==> config.mk <==
export PLATFORM = sky130hd
export DESIGN_NAME = uart_word_bridge
export DESIGN_NICKNAME = d
export VERILOG_FILES = /design/src/rtl/uart_word_bridge.sv
export SDC_FILE = /design/constraint.sdc
export NUM_CORES = 1
export LEC_CHECK = 0
export BUFFER_PORTS_ARGS = -buffer_cell sky130_fd_sc_hd__buf_2
export CORE_MARGIN = 3
export CORE_UTILIZATION = 35
export CTS_CLUSTER_SIZE = 30
export DETAILED_ROUTE_END_ITERATION = 6
export PLACE_DENSITY = 0.62
export SLEW_MARGIN = 20
export SYNTH_ARGS = -nofsm -noshare
export SYNTH_HDL_FRONTEND = slang
export SYNTH_SLANG_ARGS = --single-unit
==> constraint.sdc <==
create_clock -name clk -period 14.2 [get_ports clk]
set_clock_uncertainty 0.1 [all_clocks]
set_input_delay 4.26 -clock clk [delete_from_list [all_inputs] [get_ports clk]]
set_output_delay 4.26 -clock clk [all_outputs]
set_load 0.02 [all_outputs]
==> src/rtl/uart_word_bridge.sv <==
// Byte-to-word bridge between a UART byte stream and a 32-bit word interpreter.
// RX bytes are packed little-endian into a small word FIFO; TX words are serialized LSB first.
module uart_word_bridge #(
    parameter int FIFO_DEPTH   = 4,
    parameter int BYTE_TIMEOUT = 360
) (
    input  logic        clk,
    input  logic        reset,
    input  logic        rx_byte_valid,
    input  logic [7:0]  rx_byte,
    output logic        tx_byte_valid,
    output logic [7:0]  tx_byte,
    input  logic        tx_byte_ready,
    output logic        uart_rx_empty,
    output logic        uart_tx_empty,
    input  logic        uart_read,
    input  logic        uart_write,
    output logic        uart_response,
    output logic [31:0] uart_read_data,
    input  logic [31:0] uart_write_data,
    output logic        rx_overflow
);

    localparam int AW = (FIFO_DEPTH > 1) ? $clog2(FIFO_DEPTH) : 1;
    localparam int CW = AW + 1;
    localparam int TW = $clog2(BYTE_TIMEOUT + 1);
    localparam logic [CW-1:0] DEPTH_C      = CW'(FIFO_DEPTH);
    localparam logic [TW-1:0] TIMEOUT_M1_C = TW'(BYTE_TIMEOUT - 1);

    typedef enum logic [1:0] {READ_IDLE, READ_RESP, READ_WAIT_LOW} rd_state_e;
    typedef enum logic {TX_IDLE, TX_SEND} tx_state_e;

    // RX assembly state
    logic [1:0]    rx_idx_q, rx_idx_d;
    logic [23:0]   rx_part_q, rx_part_d;
    logic [TW-1:0] idle_q, idle_d;
    logic          ovf_q, ovf_d;

    // word FIFO
    logic [31:0]   mem_q [FIFO_DEPTH];
    logic [AW-1:0] wptr_q, wptr_d, rptr_q, rptr_d;
    logic [CW-1:0] cnt_q, cnt_d;
    logic          push, pop, full;
    logic [31:0]   push_word;

    // read handshake
    rd_state_e     rd_state_q, rd_state_d;
    logic [31:0]   rdata_q, rdata_d;

    // TX serializer
    tx_state_e     tx_state_q, tx_state_d;
    logic [1:0]    tx_idx_q, tx_idx_d;
    logic [31:0]   tx_word_q, tx_word_d;

    assign full      = (cnt_q == DEPTH_C);
    assign pop       = (rd_state_q == READ_IDLE) && uart_read && (cnt_q != '0);
    assign push_word = {rx_byte, rx_part_q};

    // A pop in the same cycle frees the slot, so a full FIFO can still take the word.
    always_comb begin
        rx_idx_d  = rx_idx_q;
        rx_part_d = rx_part_q;
        idle_d    = idle_q;
        ovf_d     = ovf_q;
        push      = 1'b0;
        if (rx_byte_valid) begin
            idle_d   = '0;
            rx_idx_d = rx_idx_q + 2'd1;
            case (rx_idx_q)
                2'd0: rx_part_d[7:0]   = rx_byte;
                2'd1: rx_part_d[15:8]  = rx_byte;
                2'd2: rx_part_d[23:16] = rx_byte;
                default: begin
                    if (!full || pop) push = 1'b1;
                    else              ovf_d = 1'b1;
                end
            endcase
        end else if (rx_idx_q != 2'd0) begin
            if (idle_q == TIMEOUT_M1_C) begin
                idle_d   = '0;
                rx_idx_d = 2'd0;
            end else begin
                idle_d = idle_q + TW'(1);
            end
        end
    end

    always_comb begin
        wptr_d = wptr_q + AW'(push);
        rptr_d = rptr_q + AW'(pop);
        cnt_d  = cnt_q;
        case ({push, pop})
            2'b10:   cnt_d = cnt_q + CW'(1);
            2'b01:   cnt_d = cnt_q - CW'(1);
            default: cnt_d = cnt_q;
        endcase
    end

    always_comb begin
        rd_state_d = rd_state_q;
        rdata_d    = rdata_q;
        case (rd_state_q)
            READ_IDLE: begin
                if (pop) begin
                    rdata_d    = mem_q[rptr_q];
                    rd_state_d = READ_RESP;
                end
            end
            READ_RESP:     rd_state_d = READ_WAIT_LOW;
            READ_WAIT_LOW: if (!uart_read) rd_state_d = READ_IDLE;
            default:       rd_state_d = READ_IDLE;
        endcase
    end

    always_comb begin
        tx_state_d = tx_state_q;
        tx_idx_d   = tx_idx_q;
        tx_word_d  = tx_word_q;
        case (tx_state_q)
            TX_IDLE: begin
                if (uart_write) begin
                    tx_word_d  = uart_write_data;
                    tx_idx_d   = 2'd0;
                    tx_state_d = TX_SEND;
                end
            end
            TX_SEND: begin
                if (tx_byte_ready) begin
                    tx_idx_d = tx_idx_q + 2'd1;
                    if (tx_idx_q == 2'd3) tx_state_d = TX_IDLE;
                end
            end
            default: tx_state_d = TX_IDLE;
        endcase
    end

    always_ff @(posedge clk) begin
        if (reset) begin
            rx_idx_q   <= 2'd0;
            rx_part_q  <= '0;
            idle_q     <= '0;
            ovf_q      <= 1'b0;
            wptr_q     <= '0;
            rptr_q     <= '0;
            cnt_q      <= '0;
            rd_state_q <= READ_IDLE;
            rdata_q    <= '0;
            tx_state_q <= TX_IDLE;
            tx_idx_q   <= 2'd0;
            tx_word_q  <= '0;
        end else begin
            rx_idx_q   <= rx_idx_d;
            rx_part_q  <= rx_part_d;
            idle_q     <= idle_d;
            ovf_q      <= ovf_d;
            wptr_q     <= wptr_d;
            rptr_q     <= rptr_d;
            cnt_q      <= cnt_d;
            rd_state_q <= rd_state_d;
            rdata_q    <= rdata_d;
            tx_state_q <= tx_state_d;
            tx_idx_q   <= tx_idx_d;
            tx_word_q  <= tx_word_d;
        end
    end

    // Storage needs no reset: occupancy and pointers define what is valid.
    always_ff @(posedge clk) begin
        if (!reset && push) mem_q[wptr_q] <= push_word;
    end

    always_comb begin
        tx_byte = 8'h00;
        if (tx_state_q == TX_SEND) begin
            case (tx_idx_q)
                2'd0:    tx_byte = tx_word_q[7:0];
                2'd1:    tx_byte = tx_word_q[15:8];
                2'd2:    tx_byte = tx_word_q[23:16];
                default: tx_byte = tx_word_q[31:24];
            endcase
        end
    end

    assign tx_byte_valid  = (tx_state_q == TX_SEND);
    assign uart_tx_empty  = (tx_state_q == TX_IDLE);
    assign uart_rx_empty  = (cnt_q == '0);
    assign uart_response  = (rd_state_q == READ_RESP);
    assign uart_read_data = rdata_q;
    assign rx_overflow    = ovf_q;

endmodule

==> qor.csv, run 1 <==
stage,metric,value,unit
status,outcome,finished with violations,
status,failing checks,DRC,
pwr,Switch Pwr,322,uW
run,max cap viols,0,
final_layout,fin util,42.6,%
final_layout,Reg area,0.00609,mm^2
sta,minimum clock period,6.57,ns
floorplanning,Starting Density,36.2,%
clocking,TritonCTS clock tree,done,
setup_path,RR Startpoint,rd_state_q[0],
floorplanning,Cell Rows,58,
clocking,Hold Buf Count CTS,0,
pwr,Lkg Pwr,3.62,nW
sta,hold_ws,0.356,ns
global_route,first-pass GRT wire length,32.8,mm
yosys,Post-Syn Nets,793,
yosys,top_reg_cell synth,edfxtp_1,
global_route,largest net degree at the start of global routing,64,
min_path,Hold Path Depth,2,
pwr,Comb pwr share,4.9,%
sta,Pins Over Slew Limit,0,
pwr,Net Sw Frac,21.6,%
final_layout,Multi-input gate area,0.00290,mm^2
setup_path,Worst path slowest cell,a222oi_1,
sta,final setup TNS,0,ns
pwr,Total Power,1.49,mW
yosys,Post-Syn Area,0.00924,mm^2
routing,detail-routed via count per cell,5.12,
sta,min setup slack post-route,7.63,ns
floorplanning,# IOs,91,
global_route,initial antenna violation count,0,
sta,Max Freq,152,MHz
yosys,Yosys cell types,51,
placed_design,DP HPWL,12.6,mm
setup_path,startpoint type of the worst setup path,flop,
sta,fin crit share,46.3,%
clocking,CTS Buffer Depth,3,
yosys,Synth area leaders,"edfxtp_1 42%, dfxtp_1 24%, mux4_2 7.8%",
pwr,Max IR drop VDD,0.105,mV
final_layout,Nets,869,
yosys,Syn. warnings,0,
setup_path,FF-to-FF path depth,5,
yosys,Post-Syn Area per Cell,12.6,um^2
clocking,Clock Sinks,240,
setup_path,critical path type,reg2out,
yosys,XOR/XNOR Fraction of Synth Area,0.758,%
sta,final number of hold-violating endpoints,0,
clocking,worst-skew pair later-pin latency,0.53,ns
final_layout,fillers,2443,
yosys,Cells after Synth,734,
final_layout,post-route insts no fill,1159,
clocking,CTS H-tree lvls,1,
final_layout,layout cells sized above 1,22.8,%
pwr,Flop pwr share,50.3,%
final_layout,Area Growth Syn to Fin,17.6,%
sta,setup violators final,0,
placed_design,dpl cell area,0.0100,mm^2
sta,relative slew slack,37.1,%
routing,DR pass1 iterations,7,
global_route,global route overflow,0,
floorplanning,Die Y,169,um
pwr,Clk pwr share,44.8,%
yosys,Synth Area in Adders,1.84,%
yosys,sequential cell area fraction in the yosys report,65.8,%
setup_path,R2R Setup Slk,11.18,ns
yosys,Post-Synth Simple-Gate Area,10.8,%
placed_design,GP Congestion,0.749,
setup_path,cell-by-cell trace of the critical path,"inv_1, ha_1, a222oi_1, o21a_1, nor2_1, buf_2",
routing,number of DRC markers in iteration 0,619,
setup_path,CP max FO,8,
routing,drt wl/cell,17.6,um
sta,unrepaired setup endpoints after global routing,false,
pwr,Power Internal,1.17,mW
routing,Routed Antenna Nets,0,
clocking,CTS Buf Count,25,
yosys,Post-synth EDFFs,128,
routing,Vias,5938,
setup_path,crit path to,tx_byte[0],
clocking,Resize count post-CTS,0,
floorplanning,Placeable Area,0.0255,mm^2
global_route,number of global-route vias before repair,5956,
pwr,PwrDens,137,mW/mm^2
setup_path,WP data required,9.84,ns
min_path,worst min path class,reg2reg,
yosys,largest family of logic cells by synthesized area,simple AND/OR/NAND/NOR gates,
routing,WL final,20.4,mm
placed_design,IO buf count,90,
routing,DRC errors left,4,
global_route,total track usage,14.2,%
setup_path,Crit Reg-Reg Endpoint,mem_q[1][4],
yosys,Yosys reg bits,240,
floorplanning,Die Width,169,um
yosys,post-synth top area share,41.6,%
sta,worst-margin pin slew,0.940,ns
setup_path,crit path DAT,2.21,ns
final_layout,post-route cell area,0.0109,mm^2
yosys,Synth area leader,edfxtp_1,
floorplanning,Die Area,0.0284,mm^2
clocking,post-CTS setup repair buffer count,0,
setup_path,max incr delay on CP,0.51,ns
placed_design,placed cells,1113,
clocking,"CTS clk-pin slew, worst paths",0.06,ns
yosys,mux share of post-synthesis cell area,8.01,%
placed_design,pre-CTS setup slack,7.17,ns
setup_path,origin of the worst setup path,tx_idx_q[0],
yosys,"Async S/R FF share, synth",0,%
yosys,post-synthesis compound-gate area fraction,9.60,%
final_layout,antenna fix cells,0,
clocking,clock root buffer,clkbuf_16,
setup_path,critical path capture point type,primary output,
[layout make-up]
class,instances,area share [%]
clock buffers,33,6.49
clock inverters,13,1.47
inverters,12,0.460
multi-input cells,428,26.7
flip-flops and latches,240,56.0
well taps,330,3.80
repair buffers,103,5.06
[flip-flops by register name (all words and copies together), names as in the netlist]
signal / count
cnt_q: 3
idle_q: 9
mem_q: 128
rd_state_q: 2
rptr_q: 2
rx_idx_q: 2
rx_overflow: 1
rx_part_q: 24
tx_byte_valid: 1
tx_idx_q: 2
tx_word_q: 32
uart_read_data: 32
wptr_q: 2
[routing by layer]
layer / track usage [%] / wire (um) / vias up / part of all wire (%)
li1: - / - / 2848 / -
met1: 19.9 / 9270 / 2895 / 46
met2: 22.9 / 9530 / 163 / 47
met3: 2.55 / 1130 / 32 / 5.5
met4: 3.74 / 429 / 0 / 2.1
met5: 0 / 0 / - / 0
[power groups by stage]
stage	clock (mW)	sequential (mW)	combinational, mW
5_1_grt	0.719	0.753	0.0816
3_3_place_gp	0	0.766	0.0724
6_report	0.670	0.751	0.0730
3_5_place_dp	0	0.766	0.0733
2_1_floorplan	0	0.765	0.0472
4_1_cts	0.686	0.751	0.0737
[synthesized netlist by cell type, types with 2 or more instances]
library cell	n
a21oi_1	94
a222oi_1	8
buf_1	8
buf_2	7
buf_4	6
clkbuf_1	32
dfxtp_1	112
edfxtp_1	128
ha_1	12
inv_1	10
mux2i_1	2
mux4_2	32
nand2_1	105
nand2b_1	2
nand3_1	56
nand3b_1	2
nand4b_1	3
nor2_1	25
nor2b_1	4
nor3_1	4
nor4b_2	2
o21a_1	8
o21ai_0	3
o21ai_1	32
or3_1	5
xnor2_1	3
xor2_1	5
[critical path: cells and delay by family, from the launching register on]
| kind | cells | cell delay (ns) |
|---|---|---|
| fa+ha+maj | 1 | 0.33 |
| simple gates | 1 | 0.04 |
| flops | 1 | 0.38 |
| compound gates | 2 | 0.70 |
| buf+inv | 2 | 0.24 |
[worst min path at each step]
stage | startpoint | to
final | tx_word_q[16] | tx_word_q[16]
after global routing | tx_word_q[18] | tx_word_q[18]
after CTS | tx_word_q[18] | tx_word_q[18]
after detailed placement | tx_word_q[18] | tx_word_q[18]
after global placement | tx_word_q[7] | tx_word_q[7]
after floorplan | tx_word_q[16] | tx_word_q[16]
[cell usage in the layout (no fill, tap or decap), types with 2 or more instances in the layout]
| cell | n |
|---|---|
| buf_2 | 89 |
| or3_1 | 5 |
| a222oi_1 | 8 |
| bufinv_16 | 3 |
| a21oi_1 | 94 |
| nand3_1 | 56 |
| xor2_1 | 5 |
| clkinv_1 | 3 |
| clkinvlp_4 | 3 |
| clkbuf_1 | 3 |
| clkbuf_16 | 25 |
| o21a_1 | 8 |
| nor4b_4 | 2 |
| mux2i_1 | 2 |
| edfxtp_1 | 128 |
| nor2_1 | 25 |
| xnor2_1 | 3 |
| nor3_1 | 3 |
| dfxtp_1 | 111 |
| inv_1 | 10 |
| o21ai_0 | 3 |
| nand2_1 | 105 |
| clkbuf_8 | 5 |
| clkinv_2 | 4 |
| ha_1 | 12 |
| mux4_2 | 32 |
| nor2b_1 | 3 |
| nand4b_1 | 3 |
| nand3b_1 | 2 |
| buf_4 | 14 |
| o21ai_1 | 32 |
[kinds of logic (layout without fill, tap and decap cells)]
group | after synthesis | after routing
AO/OA/AOI/OAI | 156 | 156
XOR/XNOR | 8 | 8
adder cells (fa/ha/maj) | 13 | 13
buffers and inverters | 66 | 161
flip-flops | 240 | 240
multiplexers | 34 | 34
AND/OR/NAND/NOR | 217 | 217
Note: power is estimated with default switching activity, not from simulation.
==> inputs of run 2 (changes only) <==
clock period = 6.15 ns   (was 14.2 ns; I/O delays follow)
==> qor.csv, run 2 (same netlist as run 1, synthesis figures left out) <==
stage,metric,value,unit
status,outcome,"finished, final reports clean",
final_layout,Largest Register,mem_q,
setup_path,CP max FO,8,
min_path,Hold Crit Start,tx_word_q[31],
global_route,largest net degree at the start of global routing,60,
setup_path,Worst path depth,6,
clocking,CTS Buf Count,25,
min_path,worst min path class,reg2reg,
clocking,CTS H-tree lvls,1,
sta,setup violators final,0,
clocking,worst-skew pair later-pin latency,0.52,ns
global_route,total track usage,13.9,%
pwr,Power Internal,2.67,mW
floorplanning,Die Width,169,um
routing,WL final,20.3,mm
sta,Pins Over Slew Limit,0,
setup_path,critical path capture point type,primary output,
setup_path,Crit Reg-Reg Endpoint,cnt_q[2],
final_layout,max FFs per register,128,
global_route,met2 usage,22.4,%
clocking,Clock Sinks,240,
floorplanning,Starting Density,36.2,%
final_layout,"leading cell type in the layout, fill and taps excluded",edfxtp_1,
sta,final setup TNS,0,ns
setup_path,worst path bufs/invs,2,
run,max cap viols,0,
setup_path,WP data required,4.20,ns
setup_path,cell family with most CP delay,compound AO/OA/AOI/OAI gates,
routing,number of DRC markers in iteration 0,504,
clocking,clock root buffer,clkbuf_16,
clocking,CTS Buffer Depth,3,
global_route,GR peak layer,met2,
sta,minimum clock period,4.13,ns
clocking,Hold Buf Count CTS,0,
sta,min setup slack post-route,2.02,ns
sta,hold_ws,0.356,ns
global_route,grt met3 use,2.36,%
pwr,Clk pwr share,44.3,%
setup_path,critical path type,reg2out,
setup_path,crit path DAT,2.19,ns
setup_path,cell-by-cell trace of the critical path,"inv_1, ha_1, a222oi_1, o21a_1, nor2_1, buf_2",
routing,Vias,5929,
final_layout,most frequent cells in the layout,"128 x edfxtp_1, 111 x dfxtp_1, 105 x nand2_1, 94 x a21oi_1, 89 x buf_2",
final_layout,post-route cell area,0.0108,mm^2
setup_path,origin of the worst setup path,tx_idx_q[0],
sta,Max Freq,242,MHz
pwr,Net Sw Frac,21.8,%
placed_design,placed cells,1111,
placed_design,DP HPWL,12.4,mm
final_layout,antenna fix cells,0,
setup_path,max incr delay on CP,0.49,ns
floorplanning,Cell Rows,58,
pwr,Comb pwr share,5.0,%
global_route,number of global-route vias before repair,5797,
sta,relative slew slack,50.2,%
sta,fin crit share,67.2,%
sta,final number of hold-violating endpoints,0,
setup_path,FF-to-FF path depth,10,
sta,worst-margin pin slew,0.747,ns
clocking,post-CTS setup repair buffer count,0,
floorplanning,# IOs,91,
pwr,Lkg Pwr,3.59,nW
pwr,Total Power,3.42,mW
clocking,TritonCTS clock tree,done,
floorplanning,Die Area,0.0284,mm^2
final_layout,Reg area,0.00609,mm^2
final_layout,fin util,42.4,%
pwr,Max IR drop VDD,0.234,mV
setup_path,startpoint type of the worst setup path,flop,
pwr,Flop pwr share,50.7,%
placed_design,GP Congestion,0.769,
global_route,met1 track demand over resource,19.9,%
setup_path,Worst path slowest cell,a222oi_1,
routing,DRC errors left,0,
routing,drt wl/cell,17.6,um
setup_path,crit path to,tx_byte[0],
floorplanning,Placeable Area,0.0255,mm^2
pwr,Switch Pwr,745,uW
final_layout,post-route insts no fill,1157,
clocking,Resize count post-CTS,0,
routing,detail-routed via count per cell,5.12,
placed_design,pre-CTS setup slack,1.75,ns
placed_design,dpl cell area,0.0100,mm^2
global_route,global route overflow,0,
pwr,PwrDens,316,mW/mm^2
final_layout,fillers,2396,
final_layout,Nets,867,
setup_path,RR Startpoint,cnt_q[2],
placed_design,IO buf count,90,
clocking,"CTS clk-pin slew, worst paths",0.06,ns
final_layout,Multi-input gate area,0.00291,mm^2
floorplanning,Die Y,169,um
global_route,first-pass GRT wire length,31.9,mm
final_layout,Area Growth Syn to Fin,17.2,%
sta,unrepaired setup endpoints after global routing,false,
global_route,initial antenna violation count,0,
final_layout,layout cells sized above 1,22.1,%
routing,Routed Antenna Nets,0,
setup_path,R2R Setup Slk,3.16,ns
routing,DR pass1 iterations,5,
[run 2: area by class of cell]
class	instances	area share (%)
flip-flops and latches	240	56.2
multi-input cells	428	26.9
clock buffers	34	6.27
repair buffers	101	4.94
well taps	330	3.81
clock inverters	12	1.41
inverters	12	0.462
[run 2: how the worst min path moves through the flow]
| stage | to | slack [ns] | cells after the start |
|---|---|---|---|
| finish | tx_word_q[31] | 0.36 | 2 |
| global route | tx_word_q[0] | 0.37 | 2 |
| CTS | tx_word_q[18] | 0.36 | 2 |
| detailed placement | tx_word_q[30] | 0.35 | 2 |
| global placement | tx_word_q[18] | 0.34 | 2 |
| floorplan | tx_word_q[16] | 0.34 | 2 |
[run 2: power by group through the flow]
| stage | logic, mW | clock network, mW | registers [mW] |
|---|---|---|---|
| 2_1_floorplan | 0.109 | 0 | 1.77 |
| 3_3_place_gp | 0.168 | 0 | 1.77 |
| 3_5_place_dp | 0.170 | 0 | 1.77 |
| 4_1_cts | 0.171 | 1.55 | 1.73 |
| 5_1_grt | 0.188 | 1.62 | 1.74 |
| 6_report | 0.170 | 1.52 | 1.73 |
[run 2: metal layers]
| metal | routed length (um) | up-vias |
|---|---|---|
| met4 | 320 | 0 |
| met3 | 1050 | 27 |
| met5 | 0 | - |
| met2 | 9180 | 156 |
| li1 | - | 2840 |
| met1 | 9770 | 2906 |
[run 2: worst register-to-register path, stage by stage (launching register included)]
cell and delay, ns:
dfxtp_1 0.42, or3_1 0.14, buf_4 0.38, clkinv_4 0.38, nor2_1 0.26, ha_1 0.21
inv_1 0.06, fa_1 0.38, xor2_1 0.16, or3_1 0.30, a21oi_1 0.13
==> inputs of run 3 (changes only) <==
clock period = 3.9 ns   (was 6.15 ns; I/O delays follow)
==> qor.csv, run 3 (same netlist as run 1, synthesis figures left out) <==
stage,metric,value,unit
sta,Pins Over Slew Limit,0,
global_route,largest net degree at the start of global routing,57,
clocking,CTS Buf Count,25,
final_layout,Area Growth Syn to Fin,18.5,%
floorplanning,Placeable Area,0.0255,mm^2
clocking,worst-skew pair later-pin latency,0.53,ns
routing,Routed Antenna Nets,0,
setup_path,critical path capture point type,primary output,
clocking,TritonCTS clock tree,done,
sta,setup violators final,0,
setup_path,R2R Setup Slk,0.97,ns
routing,WL final,19.9,mm
setup_path,critical path type,reg2out,
final_layout,"leading cell type in the layout, fill and taps excluded",edfxtp_1,
floorplanning,Starting Density,36.2,%
clocking,CTS Buffer Depth,3,
global_route,initial antenna violation count,0,
pwr,Lkg Pwr,3.66,nW
floorplanning,Die Area,0.0284,mm^2
sta,final number of hold-violating endpoints,0,
floorplanning,Die Width,169,um
global_route,number of global-route vias before repair,5662,
sta,unrepaired setup endpoints after global routing,false,
sta,relative slew slack,54.0,%
final_layout,layout cells sized above 1,22.6,%
floorplanning,Cell Rows,58,
setup_path,Worst path slowest cell,a222oi_1,
setup_path,crit path DAT,2.18,ns
pwr,PwrDens,501,mW/mm^2
min_path,worst min path class,reg2reg,
pwr,Max IR drop VDD,0.365,mV
sta,fin crit share,88.3,%
sta,Max Freq,290,MHz
setup_path,max incr delay on CP,0.48,ns
clocking,post-CTS setup repair buffer count,0,
placed_design,IO buf count,90,
final_layout,Nets,871,
clocking,"CTS clk-pin slew, worst paths",0.06,ns
clocking,Resize count post-CTS,0,
clocking,clock root buffer,clkbuf_16,
routing,number of DRC markers in iteration 0,509,
clocking,CTS H-tree lvls,1,
final_layout,max FFs per register,128,
global_route,global route overflow,0,
setup_path,startpoint type of the worst setup path,flop,
routing,detail-routed via count per cell,5.08,
setup_path,cell family with most CP delay,compound AO/OA/AOI/OAI gates,
routing,drt wl/cell,17.2,um
setup_path,cell-by-cell trace of the critical path,"inv_1, ha_1, a222oi_1, o21a_1, nor2_1, buf_2",
setup_path,CP max FO,8,
clocking,Hold Buf Count CTS,0,
sta,minimum clock period,3.45,ns
clocking,Clock Sinks,240,
sta,hold_ws,0.355,ns
placed_design,GP Congestion,0.750,
setup_path,WP data required,2.63,ns
final_layout,Largest Register,mem_q,
global_route,first-pass GRT wire length,31.5,mm
final_layout,most frequent cells in the layout,"128 x edfxtp_1, 111 x dfxtp_1, 105 x nand2_1, 94 x a21oi_1, 89 x buf_2",
setup_path,worst path bufs/invs,2,
final_layout,fin util,42.9,%
floorplanning,# IOs,91,
run,max cap viols,0,
routing,DR pass1 iterations,7,
final_layout,fillers,2359,
routing,Vias,5895,
floorplanning,Die Y,169,um
placed_design,DP HPWL,12.4,mm
final_layout,antenna fix cells,0,
sta,worst-margin pin slew,0.690,ns
global_route,total track usage,13.8,%
routing,DRC errors left,0,
status,outcome,"finished, final reports clean",
-- run 3: path summary, 6_finish.rpt --
path / from / endpoint / depth (start not counted)
max: tx_idx_q[0] / tx_byte[1] / 6
min: tx_word_q[31] / tx_word_q[31] / 2
max reg2reg: cnt_q[2] / cnt_q[2] / 10
min reg2reg: tx_word_q[31] / tx_word_q[31] / 2
-- run 3: power by group --
part           switching (mW)  internal [mW]  total (mW)
clock network           0.984           1.51        2.49
logic                   0.177         0.0932       0.271
registers              0.0343           2.70        2.73
-- run 3: worst reg2reg max path, delay by kind of cell, from the launching register on --
kind | cells | cell delay, ns
buffers and inverters | 3 | 0.78
AND/OR/NAND/NOR | 3 | 0.71
adder cells (fa/ha/maj) | 2 | 0.59
flip-flops | 1 | 0.41
XOR/XNOR | 1 | 0.16
AO/OA/AOI/OAI | 1 | 0.13
-- run 3: area by class of cell --
| type | instances | area [um^2] | area share, % |
|---|---|---|---|
| flip-flops and latches | 240 | 6090 | 55.6 |
| clock inverters | 10 | 123 | 1.12 |
| inverters | 12 | 50.0 | 0.457 |
| clock buffers | 36 | 762 | 6.96 |
| repair buffers | 105 | 603 | 5.51 |
| multi-input cells | 428 | 2920 | 26.6 |
| well taps | 330 | 413 | 3.77 |
-- run 3: metal layers --
layer | track usage, % | wire [um] | vias to the layer above
met5 | 0 | 0 | -
met4 | 3.42 | 414 | 0
met3 | 2.27 | 1280 | 30
met2 | 21.4 | 8940 | 171
met1 | 20.5 | 9300 | 2841
li1 | - | - | 2853
-- run 3: per-stage QoR --
step                      std cells  total power [mW]  setup TNS [ns]  area (um^2)  worst slack [ns]
final                          1161              5.49               0        11000             0.454
after global routing           1161              5.69               0        11000             0.306
after CTS                      1161              5.56               0        11000             0.407
after detailed placement       1115              3.06               0        10100             0.444
after global placement         1115              3.06               0        10100             0.473
after floorplan                 734              2.96          -36.33         9250            -0.401
